$ cat src/rtl/msk_skinny_pkg.sv
// Shared definitions for the masked Skinny-128 round control and datapath.
//   state_e          : round scheduler FSM states
//   RC_INIT          : round constant of round 0
//   rc_next()        : 6-bit round-constant LFSR step
//   *_DEFAULT consts : default share count, round count and S-box latency
package msk_skinny_pkg;

  typedef enum logic [2:0] {
    ST_IDLE = 3'd0,
    ST_LOAD = 3'd1,
    ST_SBOX = 3'd2,
    ST_LIN  = 3'd3,
    ST_DONE = 3'd4
  } state_e;

  localparam logic [5:0]  RC_INIT          = 6'h01;
  localparam int unsigned D_DEFAULT        = 2;
  localparam int unsigned ROUNDS_DEFAULT   = 48;
  localparam int unsigned SBOX_LAT_DEFAULT = 4;

  // Skinny round-constant LFSR: shift left, feed back rc5 ^ rc4 ^ 1.
  function automatic logic [5:0] rc_next(input logic [5:0] rc);
    return {rc[4:0], rc[5] ^ rc[4] ^ 1'b1};
  endfunction

endpackage

$ cat src/rtl/msk_skinny_rc_lfsr.sv
// 6-bit round-constant generator for Skinny-128.
//   clk     : clock, rising edge
//   rst_n   : asynchronous active-low reset, clears the constant to 0
//   load_i  : load RC_INIT (start of an encryption)
//   step_i  : advance to the next round constant
//   rc_o    : current round constant
module msk_skinny_rc_lfsr
  import msk_skinny_pkg::*;
(
  input  logic       clk,
  input  logic       rst_n,
  input  logic       load_i,
  input  logic       step_i,
  output logic [5:0] rc_o
);

  logic [5:0] rc_q;

  // load has priority so a new encryption always starts from RC_INIT
  always_ff @(posedge clk or negedge rst_n) begin
    if (!rst_n) begin
      rc_q <= 6'h00;
    end else if (load_i) begin
      rc_q <= RC_INIT;
    end else if (step_i) begin
      rc_q <= rc_next(rc_q);
    end
  end

  assign rc_o = rc_q;

endmodule

$ cat src/rtl/msk_skinny_round_ctrl.sv
// Round scheduler for the masked Skinny-128 core. Control only; no shares.
//   clk, rst_n   : clock, asynchronous active-low reset
//   start        : begin an encryption (taken only in IDLE)
//   rnd_valid    : fresh randomness present this cycle
//   busy         : registered, LOAD through DONE
//   load_state   : datapath captures the input sharing
//   sb_en        : advance the masked S-box pipeline one stage
//   rnd_req      : S-box layer wants randomness
//   lin_en       : datapath captures the linear-layer result
//   tk_update    : tweakey schedule steps one round
//   rc           : current round constant
//   round_cnt    : current round index (0-based)
//   last_round   : round_cnt == ROUNDS-1
//   done         : one-cycle pulse, ciphertext sharing valid
//   dbg_state_o  : current FSM state for observation
//
// Randomness handshake: rnd_req is the ready side and rnd_valid the valid
// side; a randomness word is consumed exactly in cycles where both are high,
// which is also the only time the S-box pipeline advances (sb_en).
module msk_skinny_round_ctrl
  import msk_skinny_pkg::*;
#(
  parameter int unsigned d        = D_DEFAULT,
  parameter int unsigned ROUNDS   = ROUNDS_DEFAULT,
  parameter int unsigned SBOX_LAT = SBOX_LAT_DEFAULT
) (
  input  logic       clk,
  input  logic       rst_n,
  input  logic       start,
  input  logic       rnd_valid,
  output logic       busy,
  output logic       load_state,
  output logic       sb_en,
  output logic       rnd_req,
  output logic       lin_en,
  output logic       tk_update,
  output logic [5:0] rc,
  output logic [5:0] round_cnt,
  output logic       last_round,
  output logic       done,
  output state_e     dbg_state_o
);

  localparam logic [5:0] LAST_RND = 6'(ROUNDS - 1);
  localparam logic [3:0] SB_LAST  = 4'(SBOX_LAT - 1);

  if (d < 1) begin : g_bad_d
    $error("msk_skinny_round_ctrl: share count d must be at least 1");
  end
  if (ROUNDS < 1 || ROUNDS > 63) begin : g_bad_rounds
    $error("msk_skinny_round_ctrl: ROUNDS must be in 1..63");
  end
  if (SBOX_LAT < 1 || SBOX_LAT > 15) begin : g_bad_lat
    $error("msk_skinny_round_ctrl: SBOX_LAT must be in 1..15");
  end

  state_e     state_q, state_d;
  logic [5:0] round_cnt_q;
  logic [3:0] sb_cnt_q;
  logic       last_round_q;
  logic       busy_q;
  logic       rc_load, rc_step;

  // Next-state logic
  always_comb begin
    state_d = state_q;
    unique case (state_q)
      ST_IDLE: if (start) state_d = ST_LOAD;
      ST_LOAD: state_d = ST_SBOX;
      ST_SBOX: if (rnd_valid && (sb_cnt_q == SB_LAST)) state_d = ST_LIN;
      ST_LIN:  state_d = last_round_q ? ST_DONE : ST_SBOX;
      ST_DONE: state_d = ST_IDLE;
      default: state_d = ST_IDLE;
    endcase
  end

  // State and round bookkeeping. last_round is kept as a register so it
  // reads 0 out of reset even when ROUNDS == 1, and holds after DONE.
  always_ff @(posedge clk or negedge rst_n) begin
    if (!rst_n) begin
      state_q      <= ST_IDLE;
      round_cnt_q  <= 6'd0;
      sb_cnt_q     <= 4'd0;
      last_round_q <= 1'b0;
      busy_q       <= 1'b0;
    end else begin
      state_q <= state_d;
      busy_q  <= (state_d != ST_IDLE);
      unique case (state_q)
        ST_LOAD: begin
          round_cnt_q  <= 6'd0;
          sb_cnt_q     <= 4'd0;
          last_round_q <= (LAST_RND == 6'd0);
        end
        ST_SBOX: begin
          if (rnd_valid) begin
            sb_cnt_q <= (sb_cnt_q == SB_LAST) ? 4'd0 : sb_cnt_q + 4'd1;
          end
        end
        ST_LIN: begin
          if (!last_round_q) begin
            round_cnt_q  <= round_cnt_q + 6'd1;
            last_round_q <= ((round_cnt_q + 6'd1) == LAST_RND);
          end
        end
        default: ;
      endcase
    end
  end

  assign rc_load = (state_q == ST_LOAD);
  assign rc_step = (state_q == ST_LIN) && !last_round_q;

  msk_skinny_rc_lfsr u_rc_lfsr (
    .clk    (clk),
    .rst_n  (rst_n),
    .load_i (rc_load),
    .step_i (rc_step),
    .rc_o   (rc)
  );

  // Strobes are pure state decodes; only sb_en also looks at rnd_valid.
  assign load_state  = (state_q == ST_LOAD);
  assign rnd_req     = (state_q == ST_SBOX);
  assign sb_en       = rnd_req & rnd_valid;
  assign lin_en      = (state_q == ST_LIN);
  assign tk_update   = (state_q == ST_LIN);
  assign done        = (state_q == ST_DONE);
  assign busy        = busy_q;
  assign round_cnt   = round_cnt_q;
  assign last_round  = last_round_q;
  assign dbg_state_o = state_q;

endmodule

$ cat config.mk
export PLATFORM = sky130hd
export DESIGN_NAME = msk_skinny_round_ctrl
export DESIGN_NICKNAME = d
export VERILOG_FILES = /design/src/rtl/msk_skinny_pkg.sv /design/src/rtl/msk_skinny_rc_lfsr.sv /design/src/rtl/msk_skinny_round_ctrl.sv
export SDC_FILE = /design/constraint.sdc
export NUM_CORES = 1
export LEC_CHECK = 0
export ABC_AREA = 1
export CORE_ASPECT_RATIO = 0.7
export CORE_MARGIN = 2
export CORE_UTILIZATION = 40
export DETAILED_ROUTE_END_ITERATION = 10
export PLACE_DENSITY = 0.7
export REMOVE_ABC_BUFFERS = 1
export SETUP_SLACK_MARGIN = 0.1
export SYNTH_ARGS = -nofsm -noshare
export SYNTH_HDL_FRONTEND = slang
export SYNTH_SLANG_ARGS = --single-unit
$ cat constraint.sdc
create_clock -name clk -period 1.2 [get_ports clk]
set_input_delay 0.18 -clock clk [delete_from_list [all_inputs] [get_ports clk]]
set_output_delay 0.18 -clock clk [all_outputs]
set_load 0.005 [all_outputs]
==> results_dict.tcl <==
set metrics [dict create \
    die_height_um 47.07 \
    power_mw 4.502 \
    leakage_nw 0.9064 \
    dp_slack_ps -253.1 \
    clock-sinks 21 \
    crit_path_frequent_cell "buf_6" \
    drtIter0Drc 38 \
    combPwrFrac 0.655 \
    drc 0 \
    syn_avg_cell_area_um2 8.758 \
    status "finished with violations" \
    cts_buffers 3 \
    met1_usage 0.2731 \
    final-max-slew-violation-count 0 \
    synth_seq_cells 21 \
    yosysSeqAreaShare 0.4959 \
    path_clk_slew_ps 80 \
    cts-root-buf "clkbuf_8" \
    yosys.area_share.simple 0.2409 \
    grt_use_total 0.2364 \
    nets 197 \
    worstPathCellList "buf_6 > buf_6 > nand3_4 > buf_6 > nor2_4 > nor2_4 > nand2_2 > nor2_2 > o21ai_1" \
    dpl.cell_count 197 \
    p_sw_mw 1.823 \
    drv_cap 0 \
    critical_path_class "register to register" \
    dpl.hpwl_mm 1.859 \
    violations "negative setup slack" \
    initial_utilization 0.4246 \
    grt-busiest-layer "met2" \
    reg2reg_depth 9 \
    clkLatencyLatePin_ps 260 \
    maxSlewHeadroom 0.8095 \
    grt_pass1_vias 1166 \
    fin_ws_ps -250.5 \
    cts_tree "yes" \
    rsz0062_at_grt "yes" \
    totalWireLength_mm 3.383 \
    ys_warn_count 0 \
    arrival_ps 1610 \
    viasPerCell 5.000 \
    cts_hold_buf 0 \
    clkPwrFrac 0.106 \
    vias 1115 \
    netlist.area_leader.share 0.4959 \
    drive_gt1_frac 0.5450 \
    gr-total-overflow 0 \
    tightest_slew_ps 285.8 \
    core_area_mm2 0.002496 \
    routedWlPerCell_um 15.17 \
    antenna_found_initial 0 \
    r2r-start "dbg_state_o[1]" \
    synth_fa_ha_area_frac 0.03542 \
    finalHoldViolCount 0 \
    max_clock_freq_ghz 0.6894 \
    swShare 0.4049 \
    htreeDepth 1 \
    syn_inst 121 \
    p_seq_frac 0.239 \
    ir_drop_mv 1.232 \
    syn2layout_area_growth_pct 83.71 \
    dr.pass1.iters 4 \
    grt_max_degree 22 \
    hold_slack_ps 268.8 \
    reg2reg_slack_ps -250 \
    hp-class "input port to async pin" \
    finalCriticalPeriod_ps 1451 \
    die_area_mm2 0.003084 \
    critical-path-max-stage-delay_ps 410 \
    crit_slowest_cell "dfrtp_1" \
    ios 27 \
    setup_viol 30 \
    stdcell_count 223 \
    min_period_over_period 1.209 \
    met2_usage 0.4469 \
    synth_top_family_by_area "simple AND/OR/NAND/NOR gates" \
    finClkSkew_ps 1.407 \
    syn-cell-area_mm2 0.001060 \
    place_congestion 0.7632 \
    core.rowCount 15 \
    n_fill_cell 165 \
    synth_top_cell_by_area "dfrtp_1" \
    netlist_top_cells_area "dfrtp_1 (50%), nand2_1 (7.8%), inv_1 (7.4%)" \
    grt_pass1_wl_mm 5.368 \
    path_max_fanout 5 \
    grtUsageMet3 0.06475 \
    synthMuxAreaShare 0 \
    die_w_um 65.52 \
    critPathRequiredTime_ps 1350 \
    antenna_cells 0 \
    cp-end-kind "register" \
    cellPowerDensity_mw_per_mm2 2313 \
    worstSetupStartpointType "register" \
    ant_nets 0 \
    cts_buffer_depth 2 \
    r2r_end "busy" \
    yosysUniqueCellTypes 24 \
    io_buffers 26 \
    intPower_mw 2.680 \
    synth_compound_area_frac 0.1240 \
    synth-xor-area-share 0.008264 \
]
==> state kept, by name, summed over array words and instances, names as in the netlist <==
register,count
round_cnt,6
u_rc_lfsr.rc_o,6
sb_cnt_q,4
dbg_state_o,3
busy,1
last_round,1
==> cells in the final DEF, fill, tap and decap left out, types with 2 or more instances in the layout <==
| cell type | netlist | layout |
|---|---|---|
| nand4_1 | 2 | 2 |
| dfrtp_1 | 21 | 20 |
| o22ai_2 | 0 | 6 |
| o21ai_2 | 3 | 7 |
| nand3_1 | 7 | 6 |
| buf_6 | 0 | 25 |
| nand3_2 | 2 | 2 |
| nand2_1 | 22 | 16 |
| buf_4 | 1 | 20 |
| nor2_2 | 1 | 4 |
| inv_4 | 0 | 4 |
| clkbuf_8 | 0 | 3 |
| inv_1 | 21 | 15 |
| inv_2 | 4 | 3 |
| clkdlybuf4s15_1 | 0 | 11 |
| inv_8 | 0 | 2 |
| clkdlybuf4s50_1 | 0 | 3 |
| nor2_4 | 2 | 3 |
| o21ai_1 | 5 | 4 |
| nand2_2 | 2 | 7 |
| nor2_1 | 7 | 3 |
| buf_2 | 0 | 3 |
| ha_4 | 0 | 2 |
==> routing by layer <==
metal	wire (µm)	vias up
li1	-	527
met1	1416	543
met2	1773	39
met3	155	6
met4	37	0
met5	0	-
==> layout make-up <==
cell class,instances,area (µm²),share of cell area
Tap cell,34,42.54,0.02185
Clock inverter,1,5.005,0.002571
Multi-Input combinational cell,74,586.8,0.3014
Inverter,25,123.9,0.06362
Sequential cell,21,526.8,0.2706
Clock buffer,3,41.29,0.02121
Timing Repair Buffer,65,620.6,0.3188
==> cells in the mapped netlist (all sizes together) <==
cell    n
inv    25
nand2  25
dfrtp  21
o21ai  12
nor2   10
nand3   9
o22ai   6
ha      3
nor3    3
nand4   2
a21oi   1
a22o    1
a32oi   1
buf     1
xor2    1
==> critical path: cells and delay by family, from the launching register on <==
family	cells	cell delay, ps
buffers and inverters	3	340
AO/OA/AOI/OAI	1	70
AND/OR/NAND/NOR	5	520
flip-flops	1	410
==> power groups by stage <==
stage                     sequential (mW)  clock, mW  combinational [mW]
final                                1.08      0.477                2.95
after CTS                            1.05      0.479                2.65
after detailed placement             1.12          0                1.92
after global routing                 1.10      0.508                3.16
after global placement               1.10          0                1.86
after floorplan                      1.16          0               0.787
==> metrics by stage <==
stage	cell area, µm²	TNS (ps)	utilization
5_1_grt	1947	-5805	0.7800
4_1_cts	1833	-3971	0.7343
3_3_place_gp	1483	-3378	0.5940
3_5_place_dp	1483	-4231	0.5940
6_report	1947	-4407	0.7800
2_1_floorplan	1052	-319.9	-
==> logic make-up after synthesis <==
group,count (synthesis)
buf+inv,26
simple gates,49
fa+ha+maj,3
xor+xnor,1
flops,21
compound gates,21
==> how the worst max path moves through the flow <==
stage,depth (start not counted),startpoint,slack [ps],end
global route,9,dbg_state_o[1],-320,busy
floorplan,6,dbg_state_o[0],-90,sb_cnt_q[2]
CTS,6,dbg_state_o[1],-220,sb_en
global placement,4,rnd_valid,-220,sb_en
finish,9,dbg_state_o[1],-250,busy
detailed placement,8,dbg_state_o[0],-250,busy
==> timing repair <==
action,CTS,global route
endpoints found under the setup margin,44,38
gates resized for setup,107,42
setup buffers,23,4
pin swaps,20,10
Note: power is estimated with default switching activity, not from simulation.
